--- src/rtl/issue_perf_counters.sv ---
// Issue-stage perf event counters: free-running, wrap-around stall and active-thread counts.
// Optional macro ISSUE_PERF_FPU_EN enables the fpu stall counter; otherwise fpu_stalls reads 0.
module issue_perf_counters #(
    parameter int CTR_BITS    = 44,
    parameter int NUM_THREADS = 4
) (
    input  logic                   i_clk,
    input  logic                   i_reset,
    input  logic                   i_clear,
    input  logic                   i_decode_valid,
    input  logic                   i_ibuf_ready,
    input  logic                   i_ibuf_valid,
    input  logic                   i_scb_ready,
    input  logic [4:0]             i_disp_valid,
    input  logic [4:0]             i_disp_ready,
    input  logic                   i_issue_valid,
    input  logic                   i_issue_ready,
    input  logic [NUM_THREADS-1:0] i_issue_tmask,
    output logic [CTR_BITS-1:0]    o_ibf_stalls,
    output logic [CTR_BITS-1:0]    o_scb_stalls,
    output logic [CTR_BITS-1:0]    o_lsu_stalls,
    output logic [CTR_BITS-1:0]    o_csr_stalls,
    output logic [CTR_BITS-1:0]    o_alu_stalls,
    output logic [CTR_BITS-1:0]    o_fpu_stalls,
    output logic [CTR_BITS-1:0]    o_gpu_stalls,
    output logic [CTR_BITS-1:0]    o_active_threads
);

    localparam int PC_BITS = $clog2(NUM_THREADS + 1);
    localparam logic [CTR_BITS-1:0] ONE = CTR_BITS'(1);

    logic                w_ibf_evt;
    logic                w_scb_evt;
    logic                w_lsu_evt;
    logic                w_csr_evt;
    logic                w_alu_evt;
    logic                w_gpu_evt;
    logic                w_fire;
    logic [PC_BITS-1:0]  w_popcnt;

    logic [CTR_BITS-1:0] r_ibf;
    logic [CTR_BITS-1:0] r_scb;
    logic [CTR_BITS-1:0] r_lsu;
    logic [CTR_BITS-1:0] r_csr;
    logic [CTR_BITS-1:0] r_alu;
    logic [CTR_BITS-1:0] r_gpu;
    logic [CTR_BITS-1:0] r_act;

    assign w_ibf_evt = i_decode_valid & ~i_ibuf_ready;
    assign w_scb_evt = i_ibuf_valid & ~i_scb_ready;
    assign w_lsu_evt = i_disp_valid[0] & ~i_disp_ready[0];
    assign w_csr_evt = i_disp_valid[1] & ~i_disp_ready[1];
    assign w_alu_evt = i_disp_valid[2] & ~i_disp_ready[2];
    assign w_gpu_evt = i_disp_valid[4] & ~i_disp_ready[4];
    assign w_fire    = i_issue_valid & i_issue_ready;

    always_comb begin
        w_popcnt = '0;
        for (int i = 0; i < NUM_THREADS; i++) begin
            w_popcnt = w_popcnt + PC_BITS'(i_issue_tmask[i]);
        end
    end

    // Clear outranks any event in the same cycle.
    always_ff @(posedge i_clk or negedge i_reset) begin
        if (!i_reset) begin
            r_ibf <= '0;
            r_scb <= '0;
            r_lsu <= '0;
            r_csr <= '0;
            r_alu <= '0;
            r_gpu <= '0;
            r_act <= '0;
        end else if (i_clear) begin
            r_ibf <= '0;
            r_scb <= '0;
            r_lsu <= '0;
            r_csr <= '0;
            r_alu <= '0;
            r_gpu <= '0;
            r_act <= '0;
        end else begin
            if (w_ibf_evt) r_ibf <= r_ibf + ONE;
            if (w_scb_evt) r_scb <= r_scb + ONE;
            if (w_lsu_evt) r_lsu <= r_lsu + ONE;
            if (w_csr_evt) r_csr <= r_csr + ONE;
            if (w_alu_evt) r_alu <= r_alu + ONE;
            if (w_gpu_evt) r_gpu <= r_gpu + ONE;
            if (w_fire)    r_act <= r_act + CTR_BITS'(w_popcnt);
        end
    end

`ifdef ISSUE_PERF_FPU_EN
    logic                w_fpu_evt;
    logic [CTR_BITS-1:0] r_fpu;

    assign w_fpu_evt = i_disp_valid[3] & ~i_disp_ready[3];

    always_ff @(posedge i_clk or negedge i_reset) begin
        if (!i_reset) begin
            r_fpu <= '0;
        end else if (i_clear) begin
            r_fpu <= '0;
        end else if (w_fpu_evt) begin
            r_fpu <= r_fpu + ONE;
        end
    end

    assign o_fpu_stalls = r_fpu;
`else
    // The fpu dispatch bits are present on the port but have no consumer in this build.
    logic w_unused_fpu;
    assign w_unused_fpu = &{1'b0, i_disp_valid[3], i_disp_ready[3]};
    assign o_fpu_stalls = '0;
`endif

    assign o_ibf_stalls     = r_ibf;
    assign o_scb_stalls     = r_scb;
    assign o_lsu_stalls     = r_lsu;
    assign o_csr_stalls     = r_csr;
    assign o_alu_stalls     = r_alu;
    assign o_gpu_stalls     = r_gpu;
    assign o_active_threads = r_act;

endmodule

--- config.mk ---
export PLATFORM = sky130hd
export DESIGN_NAME = issue_perf_counters
export DESIGN_NICKNAME = d
export VERILOG_FILES = /design/src/rtl/issue_perf_counters.sv
export SDC_FILE = /design/constraint.sdc
export NUM_CORES = 1
export LEC_CHECK = 0
export ABC_AREA = 1
export BUFFER_PORTS_ARGS = -buffer_cell sky130_fd_sc_hd__buf_2
export CORE_MARGIN = 2
export CORE_UTILIZATION = 51
export DETAILED_ROUTE_END_ITERATION = 10
export GPL_ROUTABILITY_DRIVEN = 0
export HOLD_SLACK_MARGIN = 0.02
export PLACE_DENSITY_LB_ADDON = 0.1
export SYNTH_ARGS = -nofsm -noshare
export SYNTH_HDL_FRONTEND = slang
export SYNTH_SLANG_ARGS = --single-unit
--- constraint.sdc ---
create_clock -name i_clk -period 1.9 [get_ports i_clk]
set_clock_uncertainty 0.05 [all_clocks]
set_input_delay 0.095 -clock i_clk [delete_from_list [all_inputs] [get_ports i_clk]]
set_output_delay 0.095 -clock i_clk [all_outputs]
set_load 0.01 [all_outputs]
==> out/metrics.yaml <==
clock_sinks: 308
hold_viol: 0
multiInputGateArea_sq_mm: 0.0105
avgSynthCellArea_sq_um: 6.65
die_width_um: 201
grt_pass1_wl_mm: 97.7
critPathKind: "flip-flop to flip-flop"
r2r_start: "o_active_threads[0]"
wl_per_cell_um: 15.4
io_pins: 375
p_leak_nw: 11.6
synth_top_cell_by_area: "dfrtp_1"
r2r_slack_ps: -230
cp.arrival_ps: 2540
startpoint_type: "flip-flop"
overflow: 0
grt_pass1_vias: 19601
syn_area_sq_mm: 0.0197
critPathCaptureType: "flip-flop"
yosysSeqAreaShare: 0.391
period_share: 1.12
routed_wl_mm: 60.1
max_slew_margin: 0.581
cp_slowest_cell: "dfrtp_1"
drc: 0
ys_seq_elements: 308
min_to: "o_ibf_stalls[1]"
viasPerCell: 5.27
cts_max_level: 2
failed_checks: "setup timing"
path_clk_slew_ps: 50
ys.flop_type: "dfrtp_1"
synthMostInstantiatedCell: "nand2_1"
grt_max_degree: 49
start_util: 0.521
worstMarginPinSlew_ps: 627
cap_violations: 0
drt_iter0_drc: 1438
nets: 3405
pre_cts_slack_ps: -713
grt.busiest_layer: "met2"
worst_slack_ps: -226
ys_types: 48
rsz0062_at_grt: "true"
use_met1: 0.393
p_per_area_mw_per_mm2: 646
ff2ff_path_depth: 12
ir_drop_uv: 627
cts_tree: "built"
track_usage: 0.294
fillCellCount: 3515
area_growth_pct: 23.1
finalSetupViolations: 37
r2r_end: "o_active_threads[32]"
yosysWarnings: 0
slowest_delay_ps: 350
io_buffers: 328
rows: 71
fmax_ghz: 0.470
slew_viol_final: 0
holdPathStages: 4
first_pass_iters: 6
syn_inst: 2961
seq_area_sq_mm: 0.00771
synthTopCellsByArea: "dfrtp_1, nand2_1, nor2_1"
hp-start: "i_decode_valid"
dieHeight_um: 201
ys_async_sr_fraction: 1.00
synthTopCellsByCount: "nand2_1, nor2_1, inv_1"
synth_enable_flop_cells: 0
die_area_sq_mm: 0.0402
root_buffer: "clkbuf_16"
grtUsageMet2: 0.473
crit_required_ps: 2320
worstHoldPathType: "input pin to flip-flop"
total_power_mw: 15.7
vias: 20641
core_sq_mm: 0.0378
antenna_cells: 0
outcome: "finished with violations"
drive_above_1_share: 0.197
crit_fanout: 6
met3_usage: 0.0524
min_period_ps: 2130
synth_top_area_share: 0.391
crit_chain: "inv_2 > fa_2 > inv_2 > fa_2 > nand2_4 > nor2_4 > nand3_4 > nor2_4 > nand2_2 > o21bai_1 > inv_1 > nor2_1"
detail-route-antenna-nets: 0
cts_buffer_depth: 3
numCtsBuffers: 39
dpl.hpwl_mm: 44.8
antenna_found_initial: 0
clkLatencyLatePin_ps: 540
## registers in the layout, summed over array words and instances (netlist names)
name              cells
o_active_threads     44
o_alu_stalls         44
o_csr_stalls         44
o_gpu_stalls         44
o_ibf_stalls         44
o_lsu_stalls         44
o_scb_stalls         44
## power breakdown
part           switching [mW]  total, mW  leakage, nW  internal, mW
registers              0.0264       6.61         4.29          6.59
clock network            3.00       8.24        0.701          5.24
logic                   0.542      0.813         6.64         0.271
total                    3.57       15.7         11.6          12.1
## cell families after synthesis
group | count (synthesis) | synth area share
other | 1 | 0.000190
DFF | 308 | 0.391
adders and majority gates | 10 | 0.00749
buffers and inverters | 471 | 0.0992
AOI/OAI and AO/OA | 300 | 0.0809
xor gates and xnor gates | 1 | 0.000445
and+or+nand+nor | 1870 | 0.420
## final cells by class
cell class,count,share of cell area
flip-flops and latches,308,0.318
inverters,385,0.0601
clock inverters,14,0.0102
repair buffers,413,0.104
well taps,511,0.0264
clock buffers,57,0.0485
multi-input cells,2225,0.433
## cells in the final DEF (no fill, tap or decap), drive strengths merged, types with 4 or more instances in the layout
cell type	synthesis	final
buf	68	397
nand3	203	203
conb	1	44
inv	384	384
nand2	811	811
dlygate4sd3	0	16
nand3b	11	11
nor3b	9	9
and3	4	4
ha	7	7
dfrtp	308	308
clkinv	1	7
nor3	54	54
a31oi	9	9
bufinv	0	7
o21bai	13	13
nor2	715	715
clkbuf	18	57
o21ai	137	137
nand4	56	56
a21oi	127	127
and2	5	5
## through the flow
step	utilization	instance area (sq um)	TNS, ps	std cells	hold slack, ps
after floorplan	-	19900	-4040	3004	-251
after global placement	0.588	22200	-14850	3809	-7.05
after detailed placement	0.588	22200	-16560	3809	0.0630
after CTS	0.632	23900	-3110	3900	37.9
after global routing	0.641	24200	-7990	3913	64.7
final	0.641	24200	-4340	3913	66.9
## how the worst max path moves through the flow
| stage | depth (start not counted) | startpoint | endpoint | slack, ps |
|---|---|---|---|---|
| 6_report | 12 | o_active_threads[0] | o_active_threads[32] | -230 |
| 3_5_place_dp | 15 | i_issue_tmask[0] | o_active_threads[24] | -710 |
| 3_3_place_gp | 15 | i_issue_tmask[0] | o_active_threads[24] | -690 |
| 2_1_floorplan | 14 | i_issue_tmask[0] | o_active_threads[22] | -350 |
| 5_1_grt | 12 | o_active_threads[0] | o_active_threads[32] | -320 |
| 4_1_cts | 12 | o_active_threads[0] | o_active_threads[32] | -200 |
## per-layer routing
metal,part of all wire,up-vias
met4,0.037,0
met2,0.46,805
met5,0,-
met1,0.43,9612
met3,0.079,134
li1,-,10090
## what timing repair did
| action | 4_1_cts | 5_1_grt |
|---|---|---|
| setup buffers | 2 | 15 |
| hold buffers | 18 | 0 |
| resized for setup | 16 | 59 |
| pin swaps | 12 | 10 |
| setup endpoints to repair | 18 | 67 |
| endpoints found under the hold margin | 312 | 0 |
## worst max-delay path, delay by kind of cell, from the launching register on
kind / cells / cell delay, ps
flops: 1 / 350
fa+ha+maj: 2 / 610
compound gates: 1 / 150
buf+inv: 3 / 190
simple gates: 6 / 690
Note: power is estimated with default switching activity, not from simulation.
